--- src/rtl/crc_pkg.sv ---
// Shared CRC-16/CCITT-FALSE definitions for the transmit framer and receive checker.
package crc_pkg;

    localparam int unsigned DATA_W = 8;
    localparam int unsigned CRC_W  = 16;

    localparam logic [CRC_W-1:0] CRC16_POLY = 16'h1021;

    typedef enum logic [1:0] {
        PASS   = 2'd0,
        CRC_HI = 2'd1,
        CRC_LO = 2'd2
    } state_t;

    // Eight MSB-first shift steps of polynomial 0x1021 folded into one byte update.
    function automatic logic [CRC_W-1:0] crc16_ccitt_byte(input logic [CRC_W-1:0] crc,
                                                          input logic [DATA_W-1:0] data);
        logic [CRC_W-1:0] c;
        c = crc ^ {data, 8'h00};
        for (int i = 0; i < 8; i++) begin
            c = c[CRC_W-1] ? (CRC_W'(c << 1) ^ CRC16_POLY) : CRC_W'(c << 1);
        end
        return c;
    endfunction

endpackage

--- src/rtl/crc16_frame_appender.sv ---
// Passes payload bytes through and appends the frame's CRC-16 (high byte, then low byte with last).
module crc16_frame_appender
    import crc_pkg::*;
#(
    parameter logic [15:0] CRC_INIT   = 16'hFFFF,
    parameter logic [15:0] CRC_XOROUT = 16'h0000
) (
    input  logic        clk,
    input  logic        reset,
    input  logic        s_valid,
    output logic        s_ready,
    input  logic [7:0]  s_data,
    input  logic        s_last,
    output logic        m_valid,
    input  logic        m_ready,
    output logic [7:0]  m_data,
    output logic        m_last,
    output logic [15:0] crc_value,
    output logic        crc_done
);

    state_t              r_state;
    state_t              w_state_next;
    logic [CRC_W-1:0]    r_crc;
    logic [CRC_W-1:0]    w_crc_next;
    logic [CRC_W-1:0]    w_crc_final;
    logic                r_m_valid;
    logic [DATA_W-1:0]   r_m_data;
    logic                r_m_last;
    logic [CRC_W-1:0]    r_crc_value;
    logic                r_crc_done;
    logic                w_slot_free;
    logic                w_s_ready;
    logic                w_load;
    logic [DATA_W-1:0]   w_load_data;
    logic                w_load_last;
    logic                w_crc_done;

    assign w_slot_free = !r_m_valid || m_ready;
    assign w_crc_final = r_crc ^ CRC_XOROUT;

    // State and running CRC register.
    always_ff @(posedge clk) begin
        if (reset) begin
            r_state <= PASS;
            r_crc   <= CRC_INIT;
        end else begin
            r_state <= w_state_next;
            r_crc   <= w_crc_next;
        end
    end

    // Next state, output-slot load request and CRC update.
    always_comb begin
        w_state_next = r_state;
        w_crc_next   = r_crc;
        w_s_ready    = 1'b0;
        w_load       = 1'b0;
        w_load_data  = '0;
        w_load_last  = 1'b0;
        w_crc_done   = 1'b0;
        unique case (r_state)
            PASS: begin
                w_s_ready = w_slot_free;
                if (s_valid && w_s_ready) begin
                    w_load      = 1'b1;
                    w_load_data = s_data;
                    w_crc_next  = crc16_ccitt_byte(r_crc, s_data);
                    if (s_last) begin
                        w_state_next = CRC_HI;
                    end
                end
            end
            CRC_HI: begin
                if (w_slot_free) begin
                    w_load       = 1'b1;
                    w_load_data  = w_crc_final[15:8];
                    w_state_next = CRC_LO;
                end
            end
            CRC_LO: begin
                if (w_slot_free) begin
                    w_load       = 1'b1;
                    w_load_data  = w_crc_final[7:0];
                    w_load_last  = 1'b1;
                    w_crc_done   = 1'b1;
                    w_crc_next   = CRC_INIT;
                    w_state_next = PASS;
                end
            end
            default: begin
                w_state_next = PASS;
            end
        endcase
    end

    // Output register: reloads or empties only when downstream frees the slot.
    always_ff @(posedge clk) begin
        if (reset) begin
            r_m_valid <= 1'b0;
            r_m_data  <= '0;
            r_m_last  <= 1'b0;
        end else if (w_slot_free) begin
            r_m_valid <= w_load;
            if (w_load) begin
                r_m_data <= w_load_data;
                r_m_last <= w_load_last;
            end
        end
    end

    // Completed-frame CRC report and its one-cycle strobe.
    always_ff @(posedge clk) begin
        if (reset) begin
            r_crc_value <= '0;
            r_crc_done  <= 1'b0;
        end else begin
            r_crc_done <= w_crc_done;
            if (w_crc_done) begin
                r_crc_value <= w_crc_final;
            end
        end
    end

    assign s_ready   = w_s_ready && !reset;
    assign m_valid   = r_m_valid;
    assign m_data    = r_m_data;
    assign m_last    = r_m_last;
    assign crc_value = r_crc_value;
    assign crc_done  = r_crc_done;

endmodule

--- config.mk ---
export PLATFORM = sky130hd
export DESIGN_NAME = crc16_frame_appender
export DESIGN_NICKNAME = d
export VERILOG_FILES = /design/src/rtl/crc_pkg.sv /design/src/rtl/crc16_frame_appender.sv
export SDC_FILE = /design/constraint.sdc
export NUM_CORES = 1
export LEC_CHECK = 0
export BUFFER_PORTS_ARGS = -buffer_cell sky130_fd_sc_hd__buf_2
export CELL_PAD_IN_SITES_DETAIL_PLACEMENT = 1
export CELL_PAD_IN_SITES_GLOBAL_PLACEMENT = 2
export CORE_MARGIN = 1.5
export CORE_UTILIZATION = 35
export CTS_CLUSTER_SIZE = 24
export DETAILED_ROUTE_END_ITERATION = 6
export GPL_ROUTABILITY_DRIVEN = 0
export PLACE_DENSITY = 0.8
export SYNTH_ARGS = -nofsm -noshare
export SYNTH_HDL_FRONTEND = slang
export SYNTH_SLANG_ARGS = --single-unit
export TNS_END_PERCENT = 20
--- constraint.sdc ---
create_clock -name clk -period 3.94 [get_ports clk]
set_input_delay 0.788 -clock clk [delete_from_list [all_inputs] [get_ports clk]]
set_output_delay 0.788 -clock clk [all_outputs]
set_load 0.02 [all_outputs]
Word-level counts from Yosys, hierarchy flattened --
Cells that the tools add are included.
Storage, ports and cells: register bits 45
Operators by class: multiplexer cells 24, equal/unequal tests 6, reductions and logical operators 11, bitwise logic cells 9
Operators by type and width (number):
- 13-bit 2-to-1 mux | 8
- 16-bit 2-to-1 mux | 2
- 16-bit case mux with 2 select lines | 1
- 3-bit NOT | 8
- 8-bit case mux with 3 select lines | 1
- 16-bit bitwise XOR | 1
- 2-bit 2-to-1 mux | 4
- 8-bit 2-to-1 mux | 1
- 2-bit != test (second input constant) | 4
- 2-bit case mux with 3 select lines | 1
- 1-bit 2-to-1 mux | 5
- 4-bit AND reduction | 1
- 3-bit AND reduction | 1
- 2-bit by 1-bit == test with 1-bit output (second input constant) | 1
- 2-bit == test (second input constant) | 1
- 1-bit logical AND | 2
- 1-bit logical NOT | 2
- 2-bit logical NOT | 1
- 1-bit case mux with 2 select lines | 1
- 2-bit AND reduction | 1
- 2-bit nonzero test | 1
- 2-bit OR reduction | 1
- 1-bit logical OR | 1

Depth between registers and ports, before layout --
Gate-level depths: netlist (run 1).
word-level depth 19, depth in mapped cells 8, depth with buffers taken out 6

Worst setup path after synthesis (run 1) --
No wires, ideal clock.
kind in2out, from in reset, to out s_ready, cell stages on the path 2, setup slack 1660 ps, buffers on the path 1, required time 3152 ps, arrival time 1492 ps, path through clkbuf_1 -> nor3b_1
Between the ends: cells in the longest elaborated chain, start to end 2
Ends and longest elaborated chain:
- from (decl) | line crc16_frame_appender.sv:9 | input logic reset,
- 1-bit logical NOT | line crc16_frame_appender.sv:125 | assign s_ready = w_s_ready && !reset;
- 1-bit logical AND | line crc16_frame_appender.sv:125
- to (decl) | line crc16_frame_appender.sv:11 | output logic s_ready,
No other way between the ends.

Worst setup path in the final report (run 1) --
from in m_ready, to out s_ready
Between the ends: cells in the longest elaborated chain, start to end 3
Ends and longest elaborated chain:
- from (decl) | line crc16_frame_appender.sv:15 | input logic m_ready,
- 1-bit logical OR | line crc16_frame_appender.sv:39 | assign w_slot_free = !r_m_valid || m_ready;
- 1-bit 2-to-1 mux | line crc16_frame_appender.sv:62 | unique case (r_state)
- 1-bit logical AND | line crc16_frame_appender.sv:125
No other way between the ends.

==> results.json, run 1 <==
{
  "io_pins": 41,
  "hold_start": "crc_value[4]",
  "combPwrFrac_pct": 46.1,
  "grt_pass1_wl_mm": 8.76,
  "status": "completed",
  "cp_data_arrival_time_ns": 1.61,
  "grt_max_degree": 48,
  "ff2ff_path_depth": 6,
  "fin_crit_ns": 2.40,
  "cts_tree": "built",
  "ir_drop_uv": 318,
  "slew_violations": 0,
  "synthDistinctLibCells": 36,
  "grt_pass1_vias": 1764,
  "synth-warning-count": 0,
  "clockRootBuffer": "clkbuf_8",
  "post-dp-hpwl_mm": 3.84,
  "power.total_mw": 2.03,
  "fin_skew_ns": 0.0109,
  "syn_inst": 228,
  "powerDensity_mw_per_mm2": 828,
  "cts.sinks": 45,
  "critPathMaxFanout": 6,
  "yosysSeqAreaShare_pct": 42.7,
  "hold_class": "register to register",
  "finalCritPeriodShare_pct": 60.9,
  "routed_via_density": 5.28,
  "swShare_pct": 41.6,
  "startpoint_type": "primary input",
  "cell_internal_pwr_mw": 1.19,
  "pwr-share-seq_pct": 36.2,
  "rsz0062_at_grt": "false",
  "dieWidth_um": 80.7,
  "wl_per_cell_um": 16.2,
  "start_util_pct": 35.9,
  "final-setup-viol-count": 0,
  "drtIter0Drc": 123,
  "synth-main-ff-cell": "dfxtp_1",
  "hold_path_end": "crc_value[4]",
  "vias": 1783,
  "dp_slack_ns": 1.52,
  "post-route-util_pct": 41.7,
  "worstMarginPinSlew_ns": 0.790,
  "die_y_um": 80.7,
  "path_clk_slew_ns": 0.09,
  "syn_area_mm2": 0.00211,
  "ctsHoldBuffers": 0,
  "synth_seq_cells": 45,
  "p_leak_nw": 0.976,
  "die_area_mm2": 0.00651,
  "synth_edf_count": 0,
  "drv_cap": 0,
  "criticalPathCategory": "primary input to output pin",
  "r2r_setup_slack_ns": 1.69,
  "setup_ws_ns": 1.54,
  "antenna_found_initial": 0,
  "htreeDepth": 2,
  "postCtsResizedCells": 0,
  "area_growth_pct": 16.2,
  "numPortBuffers": 40,
  "cts-buffers-inserted": 5,
  "whs_path_depth": 2,
  "drt_first_pass_iters": 4,
  "fmax_mhz": 417,
  "rr_startpoint": "r_state[0]",
  "nets": 282,
  "grt.total_usage_pct": 17.9,
  "cts_setup_buffers": 0,
  "finalHoldViolCount": 0,
  "critPathCaptureType": "output pin",
  "worstSkewPairLatency_ns": 0.31,
  "p_clk_share_pct": 17.8,
  "synthArstFlopShare_pct": 0,
  "core.rowCount": 28,
  "wl_mm": 5.47,
  "cp.required_ns": 3.15,
  "synth_area_per_cell_um2": 9.26,
  "clock_path_buffers": 2,
  "grt-ovfl-total": 0,
  "drive_gt1_share_pct": 24.7,
  "power.switching_mw": 0.846,
  "max_slew_margin_pct": 47.3,
  "synth_fp_nets": 248,
  "ant_nets": 0,
  "post-route-drc-count": 0,
  "design.core.area_mm2": 0.00589,
  "finalSetupTns_ns": 0,
  "r2r_end": "r_crc[12]",
  "diodes": 0
}
[metrics by stage]
step / hold WS [ns] / instance area (um2) / std cells
global route: 0.474 / 2450 / 338
detailed placement: 0.446 / 2340 / 330
finish: 0.455 / 2450 / 338
global placement: 0.441 / 2340 / 330
CTS: 0.459 / 2450 / 338
floorplan: 0.468 / 2110 / 228
[final cells by class]
| type | count | area [um2] |
|---|---|---|
| clock inverter | 3 | 46.3 |
| multi-input combinational | 167 | 1130 |
| clock buffer | 5 | 68.8 |
| tap | 75 | 93.8 |
| timing repair buffer | 41 | 208 |
| sequential | 45 | 901 |
| fill | 713 | 3430 |
| inverter | 2 | 7.51 |
[placed cells by master (no fill, tap or decap), drive strengths merged]
master / n
nand2b: 6
nor2: 16
clkinvlp: 1
o32a: 3
nand3: 3
a21oi: 26
or3: 2
xnor2: 19
nor2b: 1
xor2: 5
o21ai: 2
o21bai: 6
inv: 2
o22ai: 4
clkbuf: 5
clkinv: 1
a211oi: 8
ha: 7
nor3b: 1
dfxtp: 45
a222oi: 8
buf: 41
and3: 1
a21o: 1
and2: 1
nand2: 34
mux2i: 1
bufinv: 1
nor3: 11
o21ba: 1
[worst max path at each step]
stage	cells past startpoint	slack [ns]	start	to
after CTS	4	1.52	m_ready	s_ready
after floorplan	2	1.66	reset	s_ready
after global placement	4	1.55	m_ready	s_ready
final	4	1.54	m_ready	s_ready
after detailed placement	4	1.52	m_ready	s_ready
after global routing	4	1.44	m_ready	s_ready
[routing by layer]
metal  up-vias  part of all wire (%)  GRT usage [%]
li1        863                     -              -
met1       864                    46           22.1
met2        45                    47           30.9
met3        11                   4.8           3.41
met4         0                   1.5           5.86
met5         -                     0              0
[cell usage after synthesis, types with 4 or more instances]
cell      count  share of area [%]
a21oi_1      25                5.9
nand2b_1      6                1.8
clkbuf_1      7                1.2
o22ai_1       4                1.2
xnor2_2       6                4.6
xor2_1        4                1.7
nor3_1       10                2.4
dfxtp_1      45                 43
nor2_1       13                2.3
a211oi_1      6                2.1
xnor2_1      13                5.4
o21bai_1      6                2.1
nand2_1      34                6.0
ha_1          7                4.1
a222oi_1      8                3.8
[power groups by stage]
stage / Combinational (mW) / Sequential (mW) / Clock, mW
after floorplan: 0.656 / 0.793 / 0
after global placement: 0.921 / 0.742 / 0
after detailed placement: 0.935 / 0.746 / 0
after CTS: 0.945 / 0.735 / 0.366
after global routing: 1.03 / 0.751 / 0.392
final: 0.937 / 0.735 / 0.361
[registers in the layout, indices dropped and copies added, names as in the netlist]
| register | flops |
|---|---|
| m_last | 1 |
| crc_value | 16 |
| r_state | 2 |
| m_data | 8 |
| m_valid | 1 |
| crc_done | 1 |
| r_crc | 16 |
[critical path, stage by stage]
cell and delay [ns]:
buf_2 0.10, nor2b_1 0.45, nor3b_1 0.09, buf_2 0.18
[cell families after synthesis]
logic type / synth area share, %
buffers and inverters: 3.85
AOI/OAI and AO/OA: 19.5
xor gates and xnor gates: 12.4
DFF: 42.7
and+or+nand+nor: 16.9
adders and majority gates: 4.15
muxes: 0.474
No activity file was read; power rests on OpenSTA's default activity.
==> inputs of run 2 (changes only) <==
- CORE_UTILIZATION: 35 -> 33
- PLACE_DENSITY: 0.8 -> 0.76
- clock period: 3.94 -> 2.49 ns (I/O delays scaled with it)
==> run 2 against run 1 <==
  * Sequential share of layout area is 0.44 points lower
  * Non-clock buffer count rose by 4
  * Die area grew 5.8%
  * Worst hold slack worse by 0.00071 ns
  * Sequential power is 58% higher
  * Worst setup slack got worse by 1.0 ns
==> results.json, run 2 (synthesis gave the netlist of run 1 again) <==
{
  "io_pins": 41,
  "clockRootBuffer": "clkbuf_8",
  "nets": 286,
  "wl_mm": 5.34,
  "grt_pass1_wl_mm": 8.94,
  "numPortBuffers": 40,
  "cts.sinks": 45,
  "die_area_mm2": 0.00689,
  "place_area_mm2": 0.00237,
  "diodes": 0,
  "wl_per_cell_um": 15.6,
  "routed_via_density": 5.14,
  "cts_setup_buffers": 0,
  "drv_cap": 0,
  "post-route-drc-count": 0,
  "start_util_pct": 34.8,
  "cp.required_ns": 2.65,
  "hold_class": "register to register",
  "whs_ns": 0.454,
  "postCtsResizedCells": 0,
  "cp_slowest_cell": "nor3_1",
  "powerDensity_mw_per_mm2": 1300,
  "worstSkewPairLatency_ns": 0.30,
  "finalSetupTns_ns": 0,
  "slew_violations": 0,
  "crit_chain": "inv_1 > ha_1 > nand2b_1 > a21o_1 > nor3_1 > a21oi_1",
  "critPathCaptureType": "register",
  "clock_path_buffers": 2,
  "status": "completed",
  "post-dp-hpwl_mm": 4.09,
  "htreeDepth": 2,
  "cpPeakStageDelay_ns": 0.45,
  "layout_commonest_cell": "dfxtp_1",
  "final_cell_mix": "45 x dfxtp_1, 40 x buf_2, 34 x nand2_1, 25 x a21oi_1",
  "finalCritPeriodShare_pct": 79.5,
  "drive_gt1_share_pct": 25.8,
  "critPathMaxFanout": 6,
  "final-setup-viol-count": 0,
  "dp_slack_ns": 0.424,
  "rsz0062_at_grt": "false",
  "fin_crit_ns": 1.98,
  "startpoint_type": "register",
  "dieWidth_um": 83,
  "cts_tree": "built",
  "setup_ws_ns": 0.511,
  "cp_data_arrival_time_ns": 2.14,
  "vias": 1759,
  "r2r_end": "r_crc[8]",
  "core.rowCount": 28,
  "ff2ff_path_depth": 6,
  "ir_drop_uv": 489,
  "antenna_found_initial": 0,
  "drtIter0Drc": 109,
  "cp-startpoint": "r_state[0]",
  "ant_nets": 0,
  "die_y_um": 83,
  "grt.total_usage_pct": 16.1,
  "finalHoldViolCount": 0,
  "p_leak_nw": 0.996,
  "fmax_mhz": 505,
  "worstMarginPinSlew_ns": 0.591,
  "grt_max_degree": 20,
  "fin_area_mm2": 0.00248,
  "r2r_setup_slack_ns": 0.51,
  "max_slew_margin_pct": 60.5,
  "ctsHoldBuffers": 0,
  "cts-buffers-inserted": 5,
  "grt_pass1_vias": 1786,
  "path_clk_slew_ns": 0.08,
  "area_growth_pct": 17.7,
  "fin_skew_ns": 0.00237,
  "power.total_mw": 3.22,
  "grt-ovfl-total": 0,
  "design.core.area_mm2": 0.00606,
  "drt_first_pass_iters": 7,
  "crit_end": "r_crc[8]",
  "rr_startpoint": "r_state[0]",
  "criticalPathCategory": "register to register"
}
==> run 2: critical path, delay by kind of cell (launching register included) <==
| kind | cells | cell delay [ns] |
|---|---|---|
| compound gates | 2 | 0.41 |
| fa+ha+maj | 1 | 0.26 |
| buf+inv | 1 | 0.12 |
| flops | 1 | 0.41 |
| simple gates | 2 | 0.64 |
==> run 2: metrics by stage <==
step                instances  utilization (%)
global route              342             41.0
CTS                       342             41.0
floorplan                 228                -
global placement          334             39.1
detailed placement        334             39.1
finish                    342             41.0
==> run 2: final cells by class <==
class	count	area [um2]
Clock buffer	5	68.8
Clock inverter	3	46.3
Fill cell	739	3580
Inverter	2	7.51
Multi-Input combinational cell	167	1130
Sequential cell	45	901
Tap cell	75	93.8
Timing Repair Buffer	45	238
==> run 2: worst min-delay path by stage <==
| stage | end | cells after the start | startpoint | slack [ns] |
|---|---|---|---|---|
| finish | crc_value[12] | 2 | crc_value[12] | 0.45 |
| global route | crc_value[15] | 2 | crc_value[15] | 0.48 |
| CTS | crc_value[12] | 2 | crc_value[12] | 0.46 |
| detailed placement | crc_value[12] | 2 | crc_value[12] | 0.45 |
| global placement | crc_value[13] | 2 | crc_value[13] | 0.44 |
| floorplan | crc_value[1] | 2 | r_crc[1] | 0.47 |
==> run 2: layer usage <==
layer  track usage [%]  up-vias  part of all wire, %
met4              4.09        0                 0.82
li1                  -      874                    -
met1              20.2      850                   46
met3              2.78        4                  3.1
met5                 0        -                    0
met2              28.4       31                   51
==> run 2: report_power, final <==
part / switching (mW) / leakage (nW) / internal [mW] / total, mW
sequential: 0.220 / 0.368 / 0.942 / 1.16
clock: 0.253 / 0.0543 / 0.300 / 0.553
combinational: 0.847 / 0.573 / 0.656 / 1.50
==> inputs of run 3 (changes only) <==
- ABC_AREA: unset -> 1
- CORE_UTILIZATION: 33 -> 30
- clock period: 2.49 -> 1.9 ns (I/O delays scaled with it)
==> run 3 against run 2 <==
  * Final cell count grew 43%
  * Clock skew grew 0.0073 ns
  * Register-to-register slack lost 0.20 ns
  * Worst hold slack lost 0.071 ns
  * Critical path depth shrank 1
  * Combinational power grew 99%
  * Highest routed layer unchanged
  * Power grew 61%
==> results.json, run 3 <==
{
  "ant_nets": 0,
  "synthDistinctLibCells": 25,
  "finalSetupTns_ns": 0,
  "worstSkewPairLatency_ns": 0.30,
  "grt_pass1_vias": 2191,
  "final-setup-viol-count": 0,
  "ys_top_cells_by_count": "86 x nand2_1, 46 x inv_1, 45 x dfxtp_1, 38 x o21ai_0, 35 x nand3_1",
  "rsz0062_at_grt": "false",
  "worstMarginPinSlew_ns": 0.361,
  "antenna_found_initial": 0,
  "wl_mm": 6.87,
  "grt_pass1_wl_mm": 11.3,
  "synth_area_per_cell_um2": 6.74,
  "fin_skew_ns": 0.00963,
  "startpoint_type": "register",
  "cp.required_ns": 1.52,
  "max_slew_margin_pct": 75.9,
  "critPathMaxFanout": 5,
  "wl_per_cell_um": 14.0,
  "die_y_um": 91.4,
  "synth_seq_cells": 45,
  "fmax_mhz": 559,
  "cts-buffers-inserted": 5,
  "p_leak_nw": 1.50,
  "critPathCaptureType": "output pin",
  "drive_gt1_share_pct": 17.3,
  "powerDensity_mw_per_mm2": 1890,
  "final.fill_count": 1001,
  "post-route-drc-count": 0,
  "yosys.area.top_type_share_pct": 38.4,
  "routed_via_density": 4.70,
  "nets": 407,
  "cp_data_arrival_time_ns": 1.41,
  "start_util_pct": 30.7,
  "power.total_mw": 5.18,
  "post-dp-hpwl_mm": 5.16,
  "final_cell_mix": "86 x nand2_1, 44 x inv_1, 44 x dfxtp_1, 40 x buf_2, 38 x o21ai_0",
  "cts.sinks": 45,
  "grt.total_usage_pct": 17.2,
  "cpPeakStageDelay_ns": 0.37,
  "ir_drop_uv": 617,
  "finalCritPeriodShare_pct": 94.2,
  "cts_tree": "built",
  "fin_crit_ns": 1.79,
  "cts_setup_buffers": 0,
  "finalHoldViolCount": 0,
  "status": "completed",
  "cp_slowest_cell": "dfxtp_1",
  "synthArstFlopShare_pct": 0,
  "yosysSeqAreaShare_pct": 38.4,
  "crit_chain": "inv_2 > ha_2 > inv_1 > nor3_1 > buf_2",
  "synth-warning-count": 0,
  "numPortBuffers": 40,
  "synth_fp_nets": 368,
  "die_area_mm2": 0.00836,
  "criticalPathCategory": "register to output pin",
  "hold_class": "primary input to register",
  "drv_cap": 0,
  "drt_first_pass_iters": 4,
  "synth-main-ff-cell": "dfxtp_1",
  "dieWidth_um": 91.4,
  "area_growth_pct": 16.8,
  "syn_inst": 348,
  "ys_top_cells_by_area": "dfxtp_1 38%, nand2_1 14%, o21ai_0 8.1%, nand3_1 7.5%, inv_1 7.4%",
  "syn_area_mm2": 0.00235,
  "synth_edf_count": 0,
  "grt_max_degree": 38,
  "core.rowCount": 32,
  "vias": 2304,
  "htreeDepth": 2,
  "io_pins": 41,
  "yosysMostFrequentCell": "nand2_1",
  "yosys.area.top_type": "dfxtp_1",
  "clockRootBuffer": "clkbuf_8",
  "grt-ovfl-total": 0,
  "clock_path_buffers": 2,
  "design.core.area_mm2": 0.00765,
  "drtIter0Drc": 63,
  "layout_commonest_cell": "nand2_1",
  "path_clk_slew_ns": 0.09,
  "diodes": 0,
  "slew_violations": 0
}
## run 3: changes by cell type after synthesis, moves of 8 or more
cell,delta
o21ai_0,+36
a222oi_1,-8
xnor2_1,-12
inv_1,+44
nor2_1,+10
nand3_1,+32
nand2_1,+52
## run 3: area by class of cell
type	count	area, um2	area share, %
Multi-Input combinational cell	239	1170	42.9
Sequential cell	45	902	32.9
Timing Repair Buffer	47	265	9.68
Inverter	49	184	6.71
Tap cell	102	128	4.66
Clock buffer	5	68.8	2.51
Clock inverter	3	17.5	0.639
## run 3: kinds of logic after synthesis
group	share of synthesized area, %
simple gates	28.8
compound gates	17.1
xor+xnor	0.373
fa+ha+maj	3.73
buf+inv	11.6
flops	38.4
## run 3: metal layers
metal,global-route usage (%),share of wire [%],wire length [um]
met1,24.5,51,3520
met2,26.9,44,3000
met3,2.93,4.3,292
met4,4.30,0.84,58
met5,0,0,0
## run 3: per-stage QoR
stage	utilization, %	setup slack [ns]	cells	hold slack, ns	cell area, um2
finish	35.8	0.111	490	0.383	2740
global route	35.8	0.00973	490	0.402	2740
CTS	35.8	0.0224	490	0.384	2740
detailed placement	34.7	0.269	482	0.463	2650
global placement	34.7	0.312	482	0.456	2650
floorplan	-	0.277	348	0.439	2350
## run 3: power breakdown
group          total (mW)  internal, mW  leakage, nW  switching (mW)
Combinational        2.99          1.02         1.08            1.97
Sequential           1.59          1.35        0.372           0.238
Clock               0.598         0.255       0.0439           0.343
## run 3: critical path: cells and delay by family, from the launching register on
| family | cells | cell delay (ns) |
|---|---|---|
| flip-flops | 1 | 0.37 |
| buffers and inverters | 3 | 0.36 |
| adder cells (fa/ha/maj) | 1 | 0.22 |
| AND/OR/NAND/NOR | 1 | 0.17 |
## run 3: final timing paths
kind | start | to | slack [ns] | depth (start not counted)
hold / removal | reset | m_valid | 0.38 | 2
setup / recovery | r_state[1] | s_ready | 0.11 | 5
setup reg to reg | r_state[1] | m_data[4] | 0.31 | 6
hold reg to reg | r_crc[4] | crc_value[4] | 0.47 | 2
## run 3: what timing repair did
action,in CTS,in global routing
hold buffers,0,0
endpoints found under the setup margin,0,1
gates resized for setup,0,4
